===== src/rtl/button_event_decoder.sv =====
// -----------------------------------------------------------------------------
// button_event_decoder
//
// Turns the debounced button level and its one-cycle edge pulses into
// single-cycle user events: short press, double press, long press and
// auto-repeat while held. Downstream logic never has to time the button.
//
// Timing is derived from a prescaler that divides the clock down to 1 ms
// ticks, followed by a millisecond counter. Both restart on every state entry
// (including the self-restart in HELD after each repeat), so a timeout of N ms
// fires exactly N*T clock edges after the edge that entered the state.
// -----------------------------------------------------------------------------
module button_event_decoder #(
    parameter int unsigned CLOCK_HZ  = 10_000_000,
    parameter int unsigned LONG_MS   = 1000,
    parameter int unsigned DOUBLE_MS = 300,
    parameter int unsigned REPEAT_MS = 200
) (
    input  logic Clock,
    input  logic Reset,
    input  logic Pressed_i,
    input  logic RisingEdge_i,
    input  logic FallingEdge_i,
    output logic ShortPress_o,
    output logic DoublePress_o,
    output logic LongPress_o,
    output logic Repeat_o,
    output logic Busy_o
);

    // -------------------------------------------------------------------------
    // Derived constants
    // -------------------------------------------------------------------------
    localparam int unsigned TICKS_PER_MS = CLOCK_HZ / 1000;

    localparam int unsigned MAX_MS =
        (LONG_MS > DOUBLE_MS) ? ((LONG_MS   > REPEAT_MS) ? LONG_MS   : REPEAT_MS)
                              : ((DOUBLE_MS > REPEAT_MS) ? DOUBLE_MS : REPEAT_MS);

    // The ms counter only ever holds 0..N-1 before the state is left or the
    // timers restart, so $clog2(MAX_MS) bits are enough. Guard the degenerate
    // single-value cases so no counter collapses to zero width.
    localparam int unsigned PRE_W = (TICKS_PER_MS > 1) ? $clog2(TICKS_PER_MS) : 1;
    localparam int unsigned MS_W  = (MAX_MS > 1)       ? $clog2(MAX_MS)       : 1;

    // Terminal values: a timeout is due when the counters show N*T-1 elapsed
    // cycles, so the transition lands on edge N*T after the entry edge.
    localparam logic [PRE_W-1:0] PRE_LAST    = PRE_W'(TICKS_PER_MS - 1);
    localparam logic [MS_W-1:0]  LONG_LAST   = MS_W'(LONG_MS - 1);
    localparam logic [MS_W-1:0]  DOUBLE_LAST = MS_W'(DOUBLE_MS - 1);
    localparam logic [MS_W-1:0]  REPEAT_LAST = MS_W'(REPEAT_MS - 1);

    // -------------------------------------------------------------------------
    // State encoding
    // -------------------------------------------------------------------------
    typedef enum logic [2:0] {
        ST_IDLE   = 3'd0,  // waiting for a press
        ST_PRESS1 = 3'd1,  // first press in progress
        ST_GAP    = 3'd2,  // released, waiting to see if a second press follows
        ST_PRESS2 = 3'd3,  // second press in progress
        ST_HELD   = 3'd4   // long press reached, auto-repeating
    } state_t;

    state_t state_q, state_d;

    logic [PRE_W-1:0] pre_q, pre_d;
    logic [MS_W-1:0]  ms_q,  ms_d;

    logic short_q,  short_d;
    logic double_q, double_d;
    logic long_q,   long_d;
    logic rpt_q,    rpt_d;
    logic busy_q,   busy_d;

    // Timer restart request from the FSM (HELD repeats without a state change).
    logic restart;

    // Qualified edges: a simultaneous rise and fall is illegal and ignored.
    logic rise;
    logic fall;

    // Timeout flags for each interval, evaluated against the shared timers.
    logic ms_tick;
    logic long_to;
    logic double_to;
    logic repeat_to;

    // -------------------------------------------------------------------------
    // Edge qualification and timeout decode
    // -------------------------------------------------------------------------

    // Drop both edges when they arrive together; derive the timeout strobes.
    always_comb begin
        rise      = RisingEdge_i  & ~FallingEdge_i;
        fall      = FallingEdge_i & ~RisingEdge_i;
        ms_tick   = (pre_q == PRE_LAST);
        long_to   = ms_tick && (ms_q == LONG_LAST);
        double_to = ms_tick && (ms_q == DOUBLE_LAST);
        repeat_to = ms_tick && (ms_q == REPEAT_LAST);
    end

    // -------------------------------------------------------------------------
    // FSM: next state and registered event outputs
    // -------------------------------------------------------------------------

    // Classify edges and timeouts; an edge always takes priority over a timeout.
    always_comb begin
        // NOTE: every variable written here gets a default first, so no path
        // leaves one unassigned and no latch is inferred.
        state_d  = state_q;
        short_d  = 1'b0;
        double_d = 1'b0;
        long_d   = 1'b0;
        rpt_d    = 1'b0;
        restart  = 1'b0;

        unique case (state_q)
            ST_IDLE: begin
                if (rise) begin
                    state_d = ST_PRESS1;
                end
            end

            ST_PRESS1: begin
                if (fall) begin
                    state_d = ST_GAP;
                end else if (long_to) begin
                    long_d  = 1'b1;
                    state_d = ST_HELD;
                end
            end

            ST_GAP: begin
                if (rise) begin
                    state_d = ST_PRESS2;
                end else if (double_to) begin
                    short_d = 1'b1;
                    state_d = ST_IDLE;
                end
            end

            ST_PRESS2: begin
                if (fall) begin
                    double_d = 1'b1;
                    state_d  = ST_IDLE;
                end else if (long_to) begin
                    // The pending double press is dropped; only the hold counts.
                    long_d  = 1'b1;
                    state_d = ST_HELD;
                end
            end

            ST_HELD: begin
                if (fall || !Pressed_i) begin
                    state_d = ST_IDLE;
                end else if (repeat_to) begin
                    rpt_d   = 1'b1;
                    restart = 1'b1;
                end
            end

            default: begin
                state_d = ST_IDLE;
            end
        endcase
    end

    // Busy mirrors the next state so it is registered alongside the events.
    always_comb begin
        busy_d = (state_d != ST_IDLE);
    end

    // -------------------------------------------------------------------------
    // Timers
    // -------------------------------------------------------------------------

    // Prescaler counts 0..T-1; each wrap advances the ms counter. Both clear on
    // any state change, on a repeat restart, and stay cleared in IDLE.
    always_comb begin
        pre_d = pre_q;
        ms_d  = ms_q;
        if ((state_d != state_q) || restart || (state_q == ST_IDLE)) begin
            pre_d = '0;
            ms_d  = '0;
        end else if (ms_tick) begin
            pre_d = '0;
            ms_d  = ms_q + MS_W'(1);
        end else begin
            pre_d = pre_q + PRE_W'(1);
        end
    end

    // -------------------------------------------------------------------------
    // Registers
    // -------------------------------------------------------------------------

    // State, timers and outputs; reset returns to IDLE with everything cleared.
    always_ff @(posedge Clock or negedge Reset) begin
        // NOTE: sequential state uses non-blocking assignments so every
        // register samples the values from before this edge.
        if (!Reset) begin
            state_q  <= ST_IDLE;
            pre_q    <= '0;
            ms_q     <= '0;
            short_q  <= 1'b0;
            double_q <= 1'b0;
            long_q   <= 1'b0;
            rpt_q    <= 1'b0;
            busy_q   <= 1'b0;
        end else begin
            state_q  <= state_d;
            pre_q    <= pre_d;
            ms_q     <= ms_d;
            short_q  <= short_d;
            double_q <= double_d;
            long_q   <= long_d;
            rpt_q    <= rpt_d;
            busy_q   <= busy_d;
        end
    end

    // -------------------------------------------------------------------------
    // Outputs
    // -------------------------------------------------------------------------
    assign ShortPress_o  = short_q;
    assign DoublePress_o = double_q;
    assign LongPress_o   = long_q;
    assign Repeat_o      = rpt_q;
    assign Busy_o        = busy_q;

endmodule


===== config.mk =====
export PLATFORM = sky130hd
export DESIGN_NAME = button_event_decoder
export DESIGN_NICKNAME = d
export VERILOG_FILES = /design/src/rtl/button_event_decoder.sv
export SDC_FILE = /design/constraint.sdc
export NUM_CORES = 1
export LEC_CHECK = 0
export CORE_MARGIN = 4
export CORE_UTILIZATION = 30
export CTS_CLUSTER_DIAMETER = 80
export DETAILED_ROUTE_END_ITERATION = 10
export MAX_ROUTING_LAYER = met4
export PLACE_DENSITY = 0.55
export SYNTH_ARGS = -nofsm -noshare
export SYNTH_HDL_FRONTEND = slang
export SYNTH_SLANG_ARGS = --single-unit

===== constraint.sdc =====
create_clock -name Clock -period 3.8 [get_ports Clock]
set_input_delay 0.76 -clock Clock [delete_from_list [all_inputs] [get_ports Clock]]
set_output_delay 0.76 -clock Clock [all_outputs]
set_load 0.02 [all_outputs]

# ---- Yosys cells after proc, flatten, opt, wreduce, memory -nomap -nowiden
# Cells that the tools add are included.
dict set report word_totals {
  ff_bits 32
  in_bits 5
  output_inout_bits 5
  word_cells 57
}
dict set report op_classes {
  add_sub_neg 2
  eq_ne 9
  mux 23
  n_bitwise 4
  n_reduce_logical 11
}
# op n
set op_table {}
lappend op_table {{2-to-1 mux 14 bit} 2}
lappend op_table {{2-to-1 mux 3 bit} 7}
lappend op_table {{2-to-1 mux 10 bit} 2}
lappend op_table {{case mux 3 bit (5 select lines)} 1}
lappend op_table {{adder 14 x 1 -> 14 bit, second input constant} 1}
lappend op_table {{== test 14 bit, second input constant} 1}
lappend op_table {{2-to-1 mux 1 bit} 11}
lappend op_table {{adder 10 x 1 -> 10 bit, second input constant} 1}
lappend op_table {{== test 10 bit, second input constant} 1}
lappend op_table {{== test 10 x 8 -> 1 bit, second input constant} 1}
lappend op_table {{== test 10 x 9 -> 1 bit, second input constant} 1}
lappend op_table {{== test 3 x 2 -> 1 bit, second input constant} 2}
lappend op_table {{== test 3 x 1 -> 1 bit, second input constant} 1}
lappend op_table {{== test 3 bit, second input constant} 1}
lappend op_table {{logical AND 1 bit} 3}
lappend op_table {{zero test 3 bit} 1}
lappend op_table {{logical OR 1 bit} 3}
lappend op_table {{inequality test 3 bit} 1}
lappend op_table {{nonzero test 3 bit} 1}
lappend op_table {{bitwise AND 1 bit} 2}
lappend op_table {{NOT 1 bit} 2}
lappend op_table {{nonzero test 2 bit} 1}
lappend op_table {{OR reduction 2 bit} 1}
lappend op_table {{zero test 1 bit} 1}

# ---- Depth between registers and ports, before layout
dict set report logic_depth {
  ltp_word 9
  depth_mapped 7
  depth_no_buf 6
}

# ---- Worst setup path after synthesis
# Ideal clock, no wire load.
dict set report synth_timing {
  kind {input port to flip-flop}
  from {input FallingEdge_i}
  to {register pre_q[10]}
  setup_time_ps 132
  arrival_time_ps 1769
  t_required_ps 3668
  slack_ps 1899
  stages 6
  n_path_buf 1
  path_cell_list {inv_1 > o21ai_0 > nand3_1 > nand2_1 > clkbuf_1 > nor2_1}
}
dict set report synth_between {
  elab_chain_cells 8
  elab_cells_between_ends 16
  cone_classes {eq/ne (1); mux (9); bitwise (3); reduce/logical (3)}
}
# element line
set synth_lines {}
lappend synth_lines {{start, declared} 23} ;# input logic FallingEdge_i,
lappend synth_lines {{bitwise AND 1 bit or NOT 1 bit (tied branches)} {95, 94}}
lappend synth_lines {{logical OR 1 bit or bitwise AND 1 bit (tied branches)} {154, 94}}
lappend synth_lines {{2-to-1 mux 3 bit (on tied branches)} {154, 119, 134}}
lappend synth_lines {{case mux 3 bit (5 select lines)} 117} ;# unique case (state_q)
lappend synth_lines {{inequality test 3 bit} 182} ;# if ((state_d != state_q) || restart || (state_q == ST_IDLE)) begin
lappend synth_lines {{logical OR 1 bit (*) (2 in series)} 182}
lappend synth_lines {{2-to-1 mux 14 bit (*)} 182}
lappend synth_lines {{via pre_d[10]} 66} ;# logic [PRE_W-1:0] pre_q, pre_d;
lappend synth_lines {{end signal, assigned} 212} ;# pre_q <= pre_d;
lappend synth_lines {{end, declared} 66}
# Mark *: on every way through the listed nets, which the timed path passes. The rest lies on a longest branch.
# A chain may end at the register's enable or synchronous reset.

# ---- Worst setup path in the final report
dict set report layout_timing {
  from {input FallingEdge_i}
  to {register ms_q[4]}
}
dict set report layout_between {
  elab_chain_cells 8
  elab_cells_between_ends 17
  cone_classes {eq/ne (1); mux (9); bitwise (3); reduce/logical (4)}
}
# element line
set layout_lines {}
lappend layout_lines {{bitwise AND 1 bit or NOT 1 bit (tied branches)} {95, 94}}
lappend layout_lines {{logical OR 1 bit or bitwise AND 1 bit (tied branches)} {154, 94}}
lappend layout_lines {{2-to-1 mux 3 bit (on tied branches)} {154, 119, 134}}
lappend layout_lines {{case mux 3 bit (5 select lines)} 117}
lappend layout_lines {{inequality test 3 bit} 182}
lappend layout_lines {{logical OR 1 bit (*) (2 in series)} 182}
lappend layout_lines {{2-to-1 mux 10 bit or nonzero test 2 bit (tied branches)} --}
lappend layout_lines {{end signal, assigned} 213} ;# ms_q <= ms_d;
lappend layout_lines {{end, declared} 67} ;# logic [MS_W-1:0] ms_q, ms_d;
# Mark *: on every way between the ends. The rest lies on a longest branch, timed or not.

==> impl_metrics.csv <==
group,metric,value,unit
layout,layout.nets,201,
routing,drt_pass1_iterations,4,
routing,wl,3470,um
timing,final.setup.worst_slack,1400,ps
timing,timing.final.crit_period,2400,ps
layout,final_area,1980,sq um
routing,viasPerCell,4.88,
timing,fin_skew,2.11,ps
min_path,hold_path.class,"flop to flop",
timing,finalCritPeriodShare,63.2,%
logic_synthesis,ys_seq_elements,32,
worst_setup_path,cp-end-kind,"flop",
layout,layout_common_cells,"dfrtp_1 (32), nor2_1 (29), nand2_1 (17)",
worst_setup_path,crit_arrival,2580,ps
global_route,track_usage,11.3,%
flow_run,max_cap_viol_count,0,
power,irDropWorstVdd,0.000124,V
layout,drive_gt1_share,9.23,%
layout,antenna_cells,0,
floorplanning,fp.dieW,83.7,um
floorplanning,coreArea,5540,sq um
timing,hold_viol,0,
worst_setup_path,crit_fanout,6,
routing,drc,0,
logic_synthesis,netlist_instances,181,
placed_design,port_buffers,9,
worst_setup_path,critPathRequiredTime,3980,ps
timing,relSlewSlack,66.4,%
layout,final_common_cell,"dfrtp_1",
logic_synthesis,syn_area_per_cell,9.49,sq um
timing,slew_viol_final,0,
global_route,grt-ovfl-total,0,
logic_synthesis,synth_edf_count,0,
clocking,cts_made_buffers,5,
logic_synthesis,async_flop_share,100,%
layout,area_growth,15.2,%
placed_design,placed_cell_area,1890,sq um
logic_synthesis,synth_top_area_share,46.6,%
logic_synthesis,ys_top_cells_by_area,"dfrtp_1 (47%), xnor2_1 (8.2%), nor2_1 (6.3%), nand2_1 (3.7%), nor3_1 (3.5%)",
timing,final.setup.tns,0,ps
floorplanning,rows,27,
global_route,grt_pass1_wl,6050,um
power,leakagePower,0.794,nW
clocking,cts-root-buf,"clkbuf_8",
routing,drt-initial-drc-count,58,
clocking,htreeDepth,2,
layout,post-route-util,35.7,%
layout,fillCellCount,599,
routing,final_antenna_net_count,0,
worst_setup_path,crit_type,"input pin to flop",
logic_synthesis,synth_cell_type_count,41,
floorplanning,io_pins,10,
floorplanning,die_area,7000,sq um
timing,tightest_slew,499,ps
floorplanning,die_h,83.7,um
timing,rsz0062_at_grt,"false",
clocking,tritoncts,"yes",
clocking,postCtsSetupRepairBufs,0,
clocking,cts.sinks,32,
status,status,"complete, no violations",
placed_design,gp_congestion,0.835,
logic_synthesis,synth_area,1720,sq um
placed_design,hpwl,2540,um
logic_synthesis,ys.flop_type,"dfrtp_1",
worst_setup_path,cp-start-kind,"input pin",
clocking,clk_pin_slew,60,ps
routing,wl_per_cell,13.0,um
floorplanning,start_util,31.0,%
timing,finalSetupViolations,0,
clocking,clock_latency,280,ps
global_route,grt_start_max_net_pins,33,
logic_synthesis,yosysTopAreaCell,"dfrtp_1",
logic_synthesis,yosys_warnings,0,
global_route,antenna_found_initial,0,
routing,num_vias,1303,
global_route,first_global_vias,1240,
power,total_power,0.756,mW
clocking,cts_resized,0,
clocking,clock_path_buffers,2,
power,power_density,382,nW/um^2
logic_synthesis,syn_nets,188,
placed_design,pre_cts_slack,1060,ps
clocking,cts_hold_buffers,0,
timing,fmax,417,MHz
logic_synthesis,ys_seq_area_share,46.6,%
power by group:
group / leakage, nW / internal [mW] / total (mW) / switching, mW
combinational: 0.318 / 0.0409 / 0.104 / 0.0629
sequential: 0.431 / 0.362 / 0.385 / 0.0230
clock: 0.0455 / 0.148 / 0.267 / 0.120
worst paths after layout:
| path | from | end | slack, ps | cells after the start |
|---|---|---|---|---|
| setup / recovery | FallingEdge_i | ms_q[4] | 1400 | 6 |
| hold / removal | pre_q[0] | pre_q[0] | 450 | 1 |
| setup reg to reg | ms_q[2] | ms_q[1] | 1700 | 5 |
| hold reg to reg | pre_q[0] | pre_q[0] | 450 | 1 |
| max in group asynchronous | Reset | Repeat_o | 2630 | 2 |
| min in group asynchronous | Reset | pre_q[13] | 880 | 2 |
cell families after synthesis:
kind of cell | after synthesis | synth area share, %
AO/OA/AOI/OAI | 14 | 6.05
adder cells (fa/ha/maj) | 2 | 1.46
AND/OR/NAND/NOR | 103 | 32.8
buffers and inverters | 8 | 1.82
multiplexers | 1 | 0.583
XOR/XNOR | 21 | 10.7
flip-flops | 32 | 46.6
metal layers:
| metal | vias to the layer above | wire length (um) | track usage (%) |
|---|---|---|---|
| li1 | 660 | - | - |
| met1 | 625 | 1780 | 14.7 |
| met2 | 12 | 1500 | 15.4 |
| met3 | 6 | 106 | 3.85 |
| met4 | 0 | 87 | 5.70 |
| met5 | - | 0 | - |
registers in the layout (all words and copies together), names as in the netlist:
signal and count:
state_q 3, Busy_o 1, Repeat_o 1, ms_q 10
DoublePress_o 1, LongPress_o 1, ShortPress_o 1, pre_q 14
worst max-delay path, stage by stage:
cell and delay (ps):
clkdlybuf4s50_1 510, inv_1 80, o21ai_0 430, nand3_1 250, o21ai_1 310, and2b_1 230
area by class of cell:
class | instances | area (sq um) | area share, %
multi-input cells | 141 | 886 | 44.8
flip-flops and latches | 32 | 801 | 40.5
repair buffers | 10 | 97.6 | 4.93
clock buffers | 8 | 90.1 | 4.55
well taps | 72 | 90.1 | 4.55
inverters | 4 | 15.0 | 0.759
through the flow:
stage               hold WS (ps)  std cells
floorplan                    424        181
global placement             444        259
detailed placement           444        259
CTS                          460        267
global route                 467        267
finish                       454        267
synthesized netlist by cell type, types with 2 or more instances:
master    count
xnor2_1      16
clkbuf_1      3
o21ai_0       3
nand3_1      11
inv_1         4
nor2_1       29
nor3_2        2
nand2_1      17
nand2b_1      2
xor2_1        5
and3_1        4
or3_1         3
or4_1         2
nor4_1        3
and4bb_2      2
ha_1          2
dfrtp_1      32
nor2b_1       2
nor3_1       12
a21oi_1       2
nand4_1       5
Power figures use the tool's default switching activity.
